$ cat config.mk
export PLATFORM = sky130hd
export DESIGN_NAME = lcd_bus_rx_flat
export DESIGN_NICKNAME = d
export VERILOG_FILES = /design/src/rtl/lcd_bus_rx_if.sv /design/src/rtl/lcd_bus_rx.sv /design/src/flat_wrapper.sv
export SDC_FILE = /design/constraint.sdc
export NUM_CORES = 1
export LEC_CHECK = 0
export CORE_ASPECT_RATIO = 1.1
export CORE_MARGIN = 2
export CORE_UTILIZATION = 45
export DETAILED_ROUTE_END_ITERATION = 7
export GPL_ROUTABILITY_DRIVEN = 0
export PLACE_DENSITY_LB_ADDON = 0.15
export SYNTH_ARGS = -nofsm -noshare
export SYNTH_HDL_FRONTEND = slang
export SYNTH_SLANG_ARGS = --single-unit
$ cat constraint.sdc
create_clock -name CLOCK_50 -period 3.1 [get_ports CLOCK_50]
set_clock_uncertainty 0.15 [all_clocks]
set_input_delay 0.465 -clock CLOCK_50 [delete_from_list [all_inputs] [get_ports CLOCK_50]]
set_output_delay 0.465 -clock CLOCK_50 [all_outputs]
set_load 0.05 [all_outputs]
$ cat src/rtl/lcd_bus_rx_if.sv
// HD44780-style LCD write bus (RS/RW/EN/DATA) as seen between controller and responder.
// The master drives every signal; the slave only observes.
interface lcd_bus_rx_if;
    logic       LCD_RS;
    logic       LCD_RW;
    logic       LCD_EN;
    logic [7:0] LCD_DATA;

    modport master (output LCD_RS, output LCD_RW, output LCD_EN, output LCD_DATA);
    modport slave  (input  LCD_RS, input  LCD_RW, input  LCD_EN, input  LCD_DATA);
endinterface

$ cat src/rtl/lcd_bus_rx.sv
// Passive LCD bus responder: mirrors a 16x2 character buffer, address counter and display state.
// Optional build macro LCD_RX_TRACE_EN adds evt_cnt, a count of accepted transfers.
//
// state | meaning
// idle  | busy=0, bus transfers evaluated on synced EN fall
// clear | busy=1, one cell blanked per cycle, every transfer rejected
module lcd_bus_rx #(
    parameter int SYNC_STAGES = 2,
    parameter int MIN_EN_HIGH = 12,
    parameter int CLR_CYCLES  = 32
) (
    input  logic         CLOCK_50,
    input  logic         KEY,
    lcd_bus_rx_if.slave  bus,
    input  logic [4:0]   rd_addr,
    output logic [7:0]   rd_char,
    output logic [6:0]   ac,
    output logic         disp_on,
    output logic         busy,
    output logic         wr_strobe,
    output logic         cmd_strobe,
    output logic         err
`ifdef LCD_RX_TRACE_EN
    ,
    output logic [15:0]  evt_cnt
`endif
);

    localparam int EW = $clog2(MIN_EN_HIGH + 1);
    localparam int CW = $clog2(CLR_CYCLES);

    typedef enum logic {ST_IDLE, ST_CLEAR} state_t;

    state_t          state_q, state_d;
    logic [10:0]     sync_q [SYNC_STAGES];
    logic [10:0]     sync_d [SYNC_STAGES];
    logic            en_prev_q, en_prev_d;
    logic [EW-1:0]   en_cnt_q, en_cnt_d;
    logic [CW-1:0]   clr_cnt_q, clr_cnt_d;
    logic [CW-1:0]   clr_idx;
    logic [7:0]      cells_q [32];
    logic [7:0]      cells_d [32];
    logic [7:0]      rd_char_q, rd_char_d;
    logic [6:0]      ac_q, ac_d;
    logic            id_q, id_d;
    logic            disp_on_q, disp_on_d;
    logic            cg_mode_q, cg_mode_d;
    logic            wr_strobe_q, wr_strobe_d;
    logic            cmd_strobe_q, cmd_strobe_d;
    logic            err_q, err_d;
    logic            rs_s, rw_s, en_s, en_fall;
    logic [7:0]      data_s;

    function automatic logic [6:0] ac_step(input logic [6:0] a, input logic inc);
        logic [6:0] r;
        if (inc) begin
            if (a == 7'h27)      r = 7'h40;
            else if (a == 7'h67) r = 7'h00;
            else                 r = a + 7'd1;
        end else begin
            if (a == 7'h00)      r = 7'h67;
            else if (a == 7'h40) r = 7'h27;
            else                 r = a - 7'd1;
        end
        return r;
    endfunction

    // Unused DDRAM holes fold back onto the start of their line.
    function automatic logic [6:0] ddram_fold(input logic [6:0] a);
        logic [6:0] r;
        if (a >= 7'h68)      r = 7'h40;
        else if (a >= 7'h40) r = a;
        else if (a >= 7'h28) r = 7'h00;
        else                 r = a;
        return r;
    endfunction

    always_comb begin
        sync_d[0] = {bus.LCD_RS, bus.LCD_RW, bus.LCD_EN, bus.LCD_DATA};
        for (int i = 1; i < SYNC_STAGES; i++) sync_d[i] = sync_q[i-1];
    end

    assign rs_s    = sync_q[SYNC_STAGES-1][10];
    assign rw_s    = sync_q[SYNC_STAGES-1][9];
    assign en_s    = sync_q[SYNC_STAGES-1][8];
    assign data_s  = sync_q[SYNC_STAGES-1][7:0];
    assign en_fall = en_prev_q & ~en_s;
    assign clr_idx = CW'(CLR_CYCLES - 1) - clr_cnt_q;

    always_comb begin
        state_d      = state_q;
        en_prev_d    = en_s;
        clr_cnt_d    = clr_cnt_q;
        cells_d      = cells_q;
        ac_d         = ac_q;
        id_d         = id_q;
        disp_on_d    = disp_on_q;
        cg_mode_d    = cg_mode_q;
        wr_strobe_d  = 1'b0;
        cmd_strobe_d = 1'b0;
        err_d        = 1'b0;
        rd_char_d    = cells_q[rd_addr];

        if (!en_s)                               en_cnt_d = '0;
        else if (en_cnt_q == EW'(MIN_EN_HIGH))   en_cnt_d = en_cnt_q;
        else                                     en_cnt_d = en_cnt_q + EW'(1);

        if (state_q == ST_CLEAR) begin
            if (32'(clr_idx) < 32) cells_d[clr_idx[4:0]] = 8'h20;
            if (clr_cnt_q == '0) state_d = ST_IDLE;
            else                 clr_cnt_d = clr_cnt_q - CW'(1);
        end

        if (en_fall) begin
            if ((en_cnt_q < EW'(MIN_EN_HIGH)) || rw_s || (state_q == ST_CLEAR)) begin
                err_d = 1'b1;
            end else if (rs_s) begin
                wr_strobe_d = 1'b1;
                if (!cg_mode_q) begin
                    if (ac_q[5:4] == 2'b00) cells_d[{ac_q[6], ac_q[3:0]}] = data_s;
                    ac_d = ac_step(ac_q, id_q);
                end
            end else begin
                cmd_strobe_d = 1'b1;
                casez (data_s)
                    8'b1???????: begin
                        cg_mode_d = 1'b0;
                        ac_d      = ddram_fold(data_s[6:0]);
                    end
                    8'b01??????: cg_mode_d = 1'b1;
                    8'b001?????: ;
                    8'b0001????: if (!data_s[3]) ac_d = ac_step(ac_q, data_s[2]);
                    8'b00001???: disp_on_d = data_s[2];
                    8'b000001??: id_d = data_s[1];
                    8'b0000001?: begin
                        ac_d      = 7'h00;
                        cg_mode_d = 1'b0;
                    end
                    8'b00000001: begin
                        state_d   = ST_CLEAR;
                        clr_cnt_d = CW'(CLR_CYCLES - 1);
                        ac_d      = 7'h00;
                        id_d      = 1'b1;
                        cg_mode_d = 1'b0;
                    end
                    default: ;
                endcase
            end
        end
    end

    always_ff @(posedge CLOCK_50 or negedge KEY) begin
        if (!KEY) begin
            state_q      <= ST_IDLE;
            for (int i = 0; i < SYNC_STAGES; i++) sync_q[i] <= '0;
            en_prev_q    <= 1'b0;
            en_cnt_q     <= '0;
            clr_cnt_q    <= '0;
            for (int i = 0; i < 32; i++) cells_q[i] <= 8'h20;
            rd_char_q    <= 8'h20;
            ac_q         <= 7'h00;
            id_q         <= 1'b1;
            disp_on_q    <= 1'b0;
            cg_mode_q    <= 1'b0;
            wr_strobe_q  <= 1'b0;
            cmd_strobe_q <= 1'b0;
            err_q        <= 1'b0;
        end else begin
            state_q      <= state_d;
            for (int i = 0; i < SYNC_STAGES; i++) sync_q[i] <= sync_d[i];
            en_prev_q    <= en_prev_d;
            en_cnt_q     <= en_cnt_d;
            clr_cnt_q    <= clr_cnt_d;
            for (int i = 0; i < 32; i++) cells_q[i] <= cells_d[i];
            rd_char_q    <= rd_char_d;
            ac_q         <= ac_d;
            id_q         <= id_d;
            disp_on_q    <= disp_on_d;
            cg_mode_q    <= cg_mode_d;
            wr_strobe_q  <= wr_strobe_d;
            cmd_strobe_q <= cmd_strobe_d;
            err_q        <= err_d;
        end
    end

    assign rd_char    = rd_char_q;
    assign ac         = ac_q;
    assign disp_on    = disp_on_q;
    assign busy       = (state_q == ST_CLEAR);
    assign wr_strobe  = wr_strobe_q;
    assign cmd_strobe = cmd_strobe_q;
    assign err        = err_q;

`ifdef LCD_RX_TRACE_EN
    logic [15:0] evt_cnt_q, evt_cnt_d;

    always_comb begin
        evt_cnt_d = evt_cnt_q;
        if (wr_strobe_q || cmd_strobe_q) evt_cnt_d = evt_cnt_q + 16'd1;
    end

    always_ff @(posedge CLOCK_50 or negedge KEY) begin
        if (!KEY) evt_cnt_q <= 16'd0;
        else      evt_cnt_q <= evt_cnt_d;
    end

    assign evt_cnt = evt_cnt_q;
`endif

endmodule

$ cat src/flat_wrapper.sv
// flat-port wrapper written by rule: the top's interface ports become plain ports
module lcd_bus_rx_flat 
#(
    parameter int SYNC_STAGES = 2,
    parameter int MIN_EN_HIGH = 12,
    parameter int CLR_CYCLES  = 32
)
  (CLOCK_50, KEY, rd_addr, rd_char, ac, disp_on, busy, wr_strobe, cmd_strobe, err, bus_LCD_RS, bus_LCD_RW, bus_LCD_EN, bus_LCD_DATA);
  lcd_bus_rx_if bus_i ();
  input  logic CLOCK_50;
  input  logic KEY;
  input  logic [4:0] rd_addr;
  output logic [7:0] rd_char;
  output logic [6:0] ac;
  output logic disp_on;
  output logic busy;
  output logic wr_strobe;
  output logic cmd_strobe;
  output logic err;
  input wire logic [$bits(bus_i.LCD_RS)-1:0] bus_LCD_RS;
  input wire logic [$bits(bus_i.LCD_RW)-1:0] bus_LCD_RW;
  input wire logic [$bits(bus_i.LCD_EN)-1:0] bus_LCD_EN;
  input wire logic [$bits(bus_i.LCD_DATA)-1:0] bus_LCD_DATA;
  assign bus_i.LCD_RS = bus_LCD_RS;
  assign bus_i.LCD_RW = bus_LCD_RW;
  assign bus_i.LCD_EN = bus_LCD_EN;
  assign bus_i.LCD_DATA = bus_LCD_DATA;
  lcd_bus_rx #(.SYNC_STAGES(SYNC_STAGES), .MIN_EN_HIGH(MIN_EN_HIGH), .CLR_CYCLES(CLR_CYCLES)) u_core (.CLOCK_50(CLOCK_50), .KEY(KEY), .bus(bus_i), .rd_addr(rd_addr), .rd_char(rd_char), .ac(ac), .disp_on(disp_on), .busy(busy), .wr_strobe(wr_strobe), .cmd_strobe(cmd_strobe), .err(err));
endmodule
==> run metrics <==
# hold bufs at CTS=1; share of cells above drive strength 1=17.0%; Crit. End Element=primary output; met1 usage in global routing=a little over a third; worst-path fanout max=25; Startpoint Class=register; Worst-Margin Slew=~0.80 ns; H-tree levels=2; Root Buffer=clkbuf_16; top cells by count, synth=nand2_1 (521), dfrtp_1 (276), o21ai_0 (203); Post-layout nets=1639; CP arrival=2.04 ns; Post-CTS Resized=0; Top delay family on crit path=buffers and inverters; Synth async-reset ratio=100%; ANT cells=0; Clk Latency, worst-skew pair=0.52 ns; wire length per cell=about 21 microns; Syn Area/Cell=~9.6 sq um; CTS Sinks=310; dominant cell by count in the synthesized netlist=nand2_1; Antenna Violating Nets Remaining=0; FF-to-FF setup slack=about 0.63 ns; GRT met3 Usage=between 3 and 4%; Post-synth EDFFs=0; capturing point of the worst reg2reg path=u_core.cells_q[175]$_DFF_PN0_; synthesis-to-finish area growth=13.2%; max-slew violations=0; global-route wire length before repair=just under 70000 microns; initial antenna violation count=0; CTS buffer count=36; worst reg2reg startpoint=u_core.en_cnt_q[2]$_DFFE_PN0P_; WHS Endpoint=u_core.data_s[7]$_DFF_PN0_; max_cap viols=0; Initial Util=~46%; Clock Pin Slew Worst Setup and Hold Paths=~0.060 ns; Max VDD drop=just under 500 uV; dpl hpwl=29100 microns; via count=11800; largest net degree at the start of global routing=75; Cells on Worst Hold Path=0; post-synth top area share=45.2%; First-pass DRT Iterations=6; critical path type=reg -> out; Synth area leader=dfrtp_1; Yosys reg bits=310; total track usage=around a quarter; initial drt markers=973; period utilisation layout=a little under nine tenths; # rows=70; number of port buffers=37; run status=finished clean; CP Data Required Time=roughly 2.5 ns; WL final=43500 microns; mapped cell area=between 15000 and 20000 sq um; Final Hold Viols=0; gr ovfl total=0; fmax=roughly 380 MHz; Yosys cell types=67; slowest stage delay, CP=0.87 ns; RSZ-0062 raised after global routing=no; Die W=~180 microns; I/O pins=38; via/cell ratio=~5.7; critical-path cell list=buf_4 > clkdlybuf4s50_1; min Tclk post-route=approximately 2.7 ns; setup violators final=0; Yosys warning total=0; Post-CTS Setup Repair Bufs=0; register area share after synthesis=51.0%; Die Area=~35000 sq um; GRT Max-Usage Layer=met2; slew margin rel.=46.5%; fillers=between 2000 and 3000; TritonCTS clock tree=done; Synth Flop Type=dfrtp_1; Min-Delay Path Class=reg -> reg; vias in the first global route=between 10000 and 15000; Pleak=between 7 and 8 nW; Hold Startpoint=u_core.sync_d[7]$_DFF_PN0_; clk buf depth=3; Reg2Reg Depth=4; CP max-delay cell=clkdlybuf4s50_1; pwr dens=501 nW/um^2; DRC Markers=0; Buf/Inv on CP=2; grt met2 use=about 41%; syn_nets=approximately 1600; sum of negative setup slack=0 ns; Synth area leaders=dfrtp_1 (45%), nand2_1 (13%), mux4_2 (9.4%), o21ai_0 (6.6%), dfstp_2 (5.8%); CORE AREA=33400 sq um; Die H=roughly 200 microns; post-synthesis cell count=~1600; Final Util=about half
-- power breakdown --
group,total [mW],switching [mW],internal (mW)
combinational,0.443,0.308,0.135
clock,4.12,1.68,2.43
sequential,4.12,0.0373,4.08
-- stage by stage --
step                      instances  power (mW)  hold slack [ns]  setup WS [ns]  instance area [sq um]
final                          2070        8.67            0.191          0.445                  17300
after global routing           2070        8.97            0.202          0.376                  17300
after CTS                      2070        8.77            0.195          0.432                  17300
after detailed placement       2003        4.63            0.185          0.572                  16200
after global placement         2003        4.63            0.182          0.587                  16200
after floorplan                1595        4.39           0.0194          0.356                  15300
-- sequential cells by signal, summed over array words and instances (netlist names), 4 cells and up --
name / cells
u_core.sync_d: 11
u_core.rd_char: 8
u_core.ac: 7
u_core.cells_q: 256
u_core.en_cnt_q: 4
u_core.data_s: 8
u_core.clr_cnt_q: 5
-- cell usage in the layout, fill, tap and decap left out, types with 4 or more instances in the layout --
| cell type | Yosys | routed |
|---|---|---|
| nor3b_1 | 6 | 6 |
| nand2b_1 | 8 | 8 |
| clkbuf_16 | 0 | 37 |
| o21bai_1 | 4 | 4 |
| nand2_1 | 521 | 521 |
| xnor2_1 | 5 | 5 |
| and2_1 | 7 | 7 |
| mux4_2 | 64 | 64 |
| nor2_2 | 15 | 15 |
| mux2i_1 | 6 | 6 |
| buf_12 | 0 | 5 |
| buf_4 | 3 | 52 |
| nand3_2 | 5 | 5 |
| a21oi_1 | 46 | 46 |
| inv_1 | 10 | 10 |
| clkdlybuf4s50_1 | 0 | 33 |
| nand3_1 | 38 | 38 |
| mux2_2 | 33 | 33 |
| a31oi_1 | 11 | 11 |
| ha_1 | 11 | 11 |
| clkbuf_8 | 0 | 6 |
| nand4_1 | 4 | 4 |
| and3_1 | 8 | 8 |
| nor2_1 | 39 | 39 |
| dfstp_2 | 34 | 34 |
| o21ai_1 | 38 | 38 |
| nor3_1 | 7 | 7 |
| o21ai_0 | 203 | 203 |
| nor2b_1 | 5 | 5 |
| dfrtp_1 | 276 | 276 |
| clkbuf_1 | 55 | 10 |
| clkinv_2 | 0 | 10 |
| o22ai_1 | 17 | 17 |
| a221oi_1 | 4 | 4 |
-- worst max path at each step --
stage	start	to	slack, ns	depth (start not counted)
finish	u_core.busy$_DFF_PN0_	busy	0.45	2
global route	u_core.ac[1]$_DFFE_PN0P_	u_core.ac[6]$_DFFE_PN0P_	0.38	7
CTS	u_core.busy$_DFF_PN0_	busy	0.43	2
detailed placement	rd_addr[1]	u_core.rd_char[0]$_DFF_PN0_	0.57	6
global placement	rd_addr[1]	u_core.rd_char[3]$_DFF_PN0_	0.59	6
floorplan	u_core.ac[0]$_DFFE_PN0P_	u_core.ac[6]$_DFFE_PN0P_	0.36	8
-- layer usage --
| metal | share of wire, % | routed length [microns] | vias to the layer above |
|---|---|---|---|
| li1 | - | - | 5516 |
| met1 | 45 | 19400 | 5835 |
| met2 | 47 | 20400 | 362 |
| met3 | 5.5 | 2400 | 83 |
| met4 | 2.8 | 1200 | 0 |
| met5 | 0 | 0 | - |
-- final cells by class --
cell class,count,area (sq um),share of cell area [%]
clock buffers,53,1050,6.04
clock inverters,13,97.6,0.564
inverters,10,37.5,0.217
multi-input cells,1158,6930,40.0
flip-flops and latches,310,7800,45.1
well taps,432,541,3.12
repair buffers,94,856,4.95
-- cell families after synthesis --
group / Yosys count / synth area share (%)
adders and majority gates: 11 / 0.900
AOI/OAI and AO/OA: 344 / 12.2
and+or+nand+nor: 691 / 19.5
DFF: 310 / 51.0
muxes: 104 / 12.3
xor gates and xnor gates: 8 / 0.458
buffers and inverters: 127 / 3.69
(Power assumes the default switching activity.)
